--- src/rtl/ex_mem_reg.sv ---
// EX/MEM pipeline register with overflow/misalignment exception detection and store formatting.
// Latency: 1 cycle, and every output is registered.
// Backpressure: stall holds all state; flush, or ex_valid=0, loads a bubble.
//
// Ports:
//   clk, rst            clock and synchronous active-high reset
//   stall, flush        hazard-unit controls (rst > flush > stall > load)
//   ex_*                EX-stage instruction fields
//   mem_*               registered MEM-stage fields; enables are suppressed on exception
//   mem_exc_*           exception flag, code and faulting address
module ex_mem_reg #(
  parameter logic [4:0] OV_CODE   = 5'h0C,
  parameter logic [4:0] ADEL_CODE = 5'h04,
  parameter logic [4:0] ADES_CODE = 5'h05
) (
  input  logic        clk,
  input  logic        rst,
  input  logic        stall,
  input  logic        flush,
  input  logic        ex_valid,
  input  logic [31:0] ex_alu_result,
  input  logic        ex_overflow,
  input  logic [31:0] ex_rt_data,
  input  logic [4:0]  ex_wreg_addr,
  input  logic        ex_regwrite,
  input  logic        ex_memread,
  input  logic        ex_memwrite,
  input  logic [1:0]  ex_mem_size,
  input  logic        ex_load_unsigned,
  input  logic [31:0] ex_pc,
  output logic        mem_valid,
  output logic [31:0] mem_alu_result,
  output logic [4:0]  mem_wreg_addr,
  output logic        mem_regwrite,
  output logic        mem_memread,
  output logic        mem_memwrite,
  output logic [31:0] mem_wdata,
  output logic [3:0]  mem_byte_en,
  output logic [1:0]  mem_mem_size,
  output logic        mem_load_unsigned,
  output logic [31:0] mem_pc,
  output logic        mem_exc_valid,
  output logic [4:0]  mem_exc_code,
  output logic [31:0] mem_badvaddr
);

  logic        mis;
  logic        adel;
  logic        ades;
  logic        exc;
  logic [4:0]  exc_code;
  logic [31:0] badvaddr;
  logic [31:0] fmt_wdata;
  logic [3:0]  fmt_be;

  always_comb begin
    // Halfwords need bit 0 clear, words need both low bits clear; bytes are always aligned.
    mis = ((ex_mem_size == 2'b01) && ex_alu_result[0]) ||
          (ex_mem_size[1] && (ex_alu_result[1:0] != 2'b00));
    // Overflow masks address faults; a (illegal) load+store pair reports as a load fault.
    adel = mis && ex_memread && !ex_overflow;
    ades = mis && ex_memwrite && !ex_memread && !ex_overflow;
    exc  = ex_overflow || adel || ades;

    exc_code = 5'h00;
    if (ex_overflow)  exc_code = OV_CODE;
    else if (adel)    exc_code = ADEL_CODE;
    else if (ades)    exc_code = ADES_CODE;

    badvaddr = (adel || ades) ? ex_alu_result : 32'h0;

    // Replicate store data across the lanes so the memory only has to honour byte enables.
    fmt_wdata = ex_rt_data;
    fmt_be    = 4'b0000;
    if (ex_memwrite) begin
      case (ex_mem_size)
        2'b00: begin
          fmt_wdata = {4{ex_rt_data[7:0]}};
          fmt_be    = 4'b0001 << ex_alu_result[1:0];
        end
        2'b01: begin
          fmt_wdata = {2{ex_rt_data[15:0]}};
          fmt_be    = ex_alu_result[1] ? 4'b1100 : 4'b0011;
        end
        default: begin
          fmt_wdata = ex_rt_data;
          fmt_be    = 4'b1111;
        end
      endcase
    end
  end

  always_ff @(posedge clk) begin
    // Reset, flush, and an invalid instruction (when not stalled) all produce the same bubble.
    if (rst || flush || (!stall && !ex_valid)) begin
      mem_valid         <= 1'b0;
      mem_alu_result    <= 32'h0;
      mem_wreg_addr     <= 5'h0;
      mem_regwrite      <= 1'b0;
      mem_memread       <= 1'b0;
      mem_memwrite      <= 1'b0;
      mem_wdata         <= 32'h0;
      mem_byte_en       <= 4'h0;
      mem_mem_size      <= 2'b00;
      mem_load_unsigned <= 1'b0;
      mem_pc            <= 32'h0;
      mem_exc_valid     <= 1'b0;
      mem_exc_code      <= 5'h0;
      mem_badvaddr      <= 32'h0;
    end else if (!stall) begin
      mem_valid         <= 1'b1;
      mem_alu_result    <= ex_alu_result;
      mem_wreg_addr     <= ex_wreg_addr;
      mem_regwrite      <= ex_regwrite && !exc;
      mem_memread       <= ex_memread && !exc;
      mem_memwrite      <= ex_memwrite && !exc;
      mem_wdata         <= fmt_wdata;
      mem_byte_en       <= exc ? 4'h0 : fmt_be;
      mem_mem_size      <= ex_mem_size;
      mem_load_unsigned <= ex_load_unsigned;
      mem_pc            <= ex_pc;
      mem_exc_valid     <= exc;
      mem_exc_code      <= exc_code;
      mem_badvaddr      <= badvaddr;
    end
  end

endmodule

--- config.mk ---
export PLATFORM = sky130hd
export DESIGN_NAME = ex_mem_reg
export DESIGN_NICKNAME = d
export VERILOG_FILES = /design/src/rtl/ex_mem_reg.sv
export SDC_FILE = /design/constraint.sdc
export NUM_CORES = 1
export LEC_CHECK = 0
export ABC_CLOCK_PERIOD_IN_PS = 1400
export BUFFER_PORTS_ARGS = -buffer_cell sky130_fd_sc_hd__buf_2
export CAP_MARGIN = 30
export CORE_UTILIZATION = 40
export DETAILED_ROUTE_END_ITERATION = 6
export PLACE_DENSITY = 0.8
export REMOVE_ABC_BUFFERS = 1
export SYNTH_ARGS = -nofsm -noshare
export SYNTH_HDL_FRONTEND = slang
export SYNTH_SLANG_ARGS = --single-unit
--- constraint.sdc ---
create_clock -name clk -period 1.4 [get_ports clk]
set_input_delay 0.42 -clock clk [delete_from_list [all_inputs] [get_ports clk]]
set_output_delay 0.42 -clock clk [all_outputs]
set_load 0.01 [all_outputs]
==> run summary <==
commonest non-fill, non-tap cell in the layout - buf_2
Area Growth Syn to Fin - 40.3%
H-tree Lvls - 4
register bit total from synthesis - 148
clock sink count - 148
IO buf count - 260
Diodes inserted - 0
RSZ-0062 raised after global routing - false
worst hold path type - input pin to flip-flop
vias in the first global route - 5131
First-pass DRT Iterations - 5
DIE WIDTH - 122 microns
synth warn - 0
worst path cell trace - buf_2
Overflow after GRT - 0
CTS tree - built
sequential share of power - 42.6%
Post-CTS Setup Repair Bufs - 0
switching share of power - 23.9%
kind of critical path - flip-flop to output pin
share of cells above drive strength 1 - 42.7%
first-pass GRT wire length - 24.9 mm
clk slew on worst S/H paths - 0.06 ns
starting density of the core - 41.4%
I/O pins - 263
CP Max Fanout - 2
GPL Wtd Cong - 0.800
CP required - 0.98 ns
minimum clock period - 1.36 ns
CP startpoint kind - flip-flop
Layout Nets - 976
DIE AREA - 15000 sq um
Max Freq - 0.737 GHz
outcome - completed
final hold violation count - 0
Clock power frac - 46.9%
design area - 8130 sq um
clk buf depth - 2
most frequent cells in the layout - buf_2, dfxtp_1, nand2_1
cell area after synthesis - 5800 sq um
row count - 43
Critical Path Sink Type - output pin
Worst setup startpoint - mem_alu_result[25]
via density per instance - 5.09
Leakage Power - 3.99 nW
cts hold-fix bufs - 0
DRT iter0 DRCs - 339
final setup vio count - 0
detailed-route wire length - 16.0 mm
Critical Path Stages - 1
total number of vias - 5375
critical path arrival - 0.94 ns
pin count of the biggest net entering global routing - 47
Layout Cells excl Fill - 1056
DRC violations left - 0
Worst Tran Pin Value - 0.631 ns
Yosys cell types - 35
Logic pwr share - 10.5%
CTS root buf - clkbuf_16
initial antenna violation count - 1
Setup Skew - 0 ns
Critical R2R Capture - mem_regwrite
overall routing resource usage - 21.4%
Worst R2R Path Depth - 2
final worst path period share - 97.0%
Routed Antenna Nets - 0
DP HPWL - 11.4 mm
reg2reg setup slack - 0.61 ns
Peak supply drop - 1.23 mV
Slew headroom - 58.0%
placed insts - 1024
Layout fillers - 1231
CP Buf/Inv Count - 1
internal power - 7.81 mW
P_sw - 2.45 mW
Gate Count Post-Synth - 603
crit path to - mem_alu_result[25]
CP delay by family, top - flip-flops
syn avg cell area - 9.62 sq um
total core area - 14000 sq um
CTS resizes - 0
Final Slew Violations - 0
Crit path largest cell delay - 0.37 ns
Area after DPL - 7510 sq um
slowest CP cell - dfxtp_1
register area share after synthesis - 51.1%
Clk Latency, worst-skew pair - 0.41 ns
CTS Buf Count - 17
pwr dens - 1260 nW/um^2
Die Ht - 122 microns
max-cap check violation count - 0
DR WL/cell - 15.2 microns
reg-to-reg startpoint - mem_regwrite
worst min-delay path by stage:
stage | cells past startpoint | to | slack, ns | start
detailed placement | 1 | mem_valid | 0.45 | mem_valid
CTS | 3 | mem_pc[20] | 0.22 | ex_pc[20]
finish | 3 | mem_pc[1] | 0.23 | ex_pc[1]
global route | 3 | mem_pc[6] | 0.23 | ex_pc[6]
global placement | 1 | mem_valid | 0.43 | mem_valid
floorplan | 2 | mem_exc_code[0] | 0.48 | mem_exc_code[0]
metrics by stage:
| step | utilization, % | TNS, ns | power, mW | hold WS [ns] | setup WS (ns) |
|---|---|---|---|---|---|
| after detailed placement | 53.7 | -12.26 | 5.53 | 0.445 | -0.228 |
| after floorplan | - | -1207.54 | 4.93 | 0.483 | -8.72 |
| after global placement | 53.7 | -10.72 | 5.51 | 0.435 | -0.210 |
| after global routing | 58.1 | 0 | 10.6 | 0.229 | 0.00152 |
| after CTS | 58.1 | 0 | 10.4 | 0.222 | 0.0286 |
| final | 58.1 | 0 | 10.3 | 0.234 | 0.0424 |
logic make-up (layout without fill, tap and decap cells):
logic type	Yosys count	after routing	share of synthesized area (%)
AND/OR/NAND/NOR	204	204	14.4
flip-flops	148	148	51.1
AO/OA/AOI/OAI	115	115	18.3
buffers and inverters	78	350	6.13
multiplexers	57	57	10.0
other	1	2	0.0647
Yosys cell counts:
library cell	number	area [sq um]
clkbuf_1	27	101
a21oi_1	46	230
clkbuf_2	1	5.00
nand2_1	99	372
nand2_2	1	6.26
buf_1	5	18.8
o21ai_2	1	8.76
a221oi_1	16	140
nand2b_1	2	12.5
nand3_1	35	175
mux2_2	8	90.1
conb_1	1	3.75
o21ai_0	1	5.00
o41ai_1	4	35.0
nor2_1	61	229
or4b_1	1	10.0
buf_4	2	15.0
buf_2	19	95.1
and3_1	1	6.26
a311oi_1	8	70.1
o31ai_1	3	22.5
a2bb2o_4	1	20.0
and2b_1	1	7.51
dfxtp_1	148	2960
a41o_1	1	10.0
nand4_1	2	12.5
inv_1	20	75.1
or2_2	1	6.26
a21o_1	1	7.51
a32oi_1	1	8.76
mux2i_1	49	490
a221oi_2	2	30.0
o41ai_2	28	455
o21a_1	2	15.0
buf_6	4	45.0
sequential cells by signal (all words and copies together) (netlist names), 2 cells and up:
register	flops
mem_wreg_addr	5
mem_pc	32
mem_byte_en	4
mem_badvaddr	32
mem_wdata	32
mem_mem_size	2
mem_alu_result	32
mem_exc_code	3
cell type report:
type,count,area [sq um],area share [%]
inverters,20,75.1,0.923
clock buffers,19,443,5.45
repair buffers,298,1740,21.4
clock inverters,13,181,2.23
multi-input cells,378,2500,30.8
well taps,180,225,2.77
flip-flops and latches,148,2960,36.4
routing by layer:
layer,GRT usage [%],wire [microns],up-vias
met4,7.55,239,2
met3,6.92,1180,22
met2,36.0,8010,224
met1,25.4,6580,2511
met5,0,10,-
li1,-,-,2616
power groups by stage:
stage | clock network, mW | logic, mW | registers, mW
after floorplan | 0 | 0.422 | 4.51
after global placement | 0 | 1.06 | 4.46
after detailed placement | 0 | 1.07 | 4.46
after CTS | 4.91 | 1.08 | 4.37
after global routing | 5.09 | 1.17 | 4.38
final | 4.82 | 1.07 | 4.37
Power figures use the tool's default switching activity.
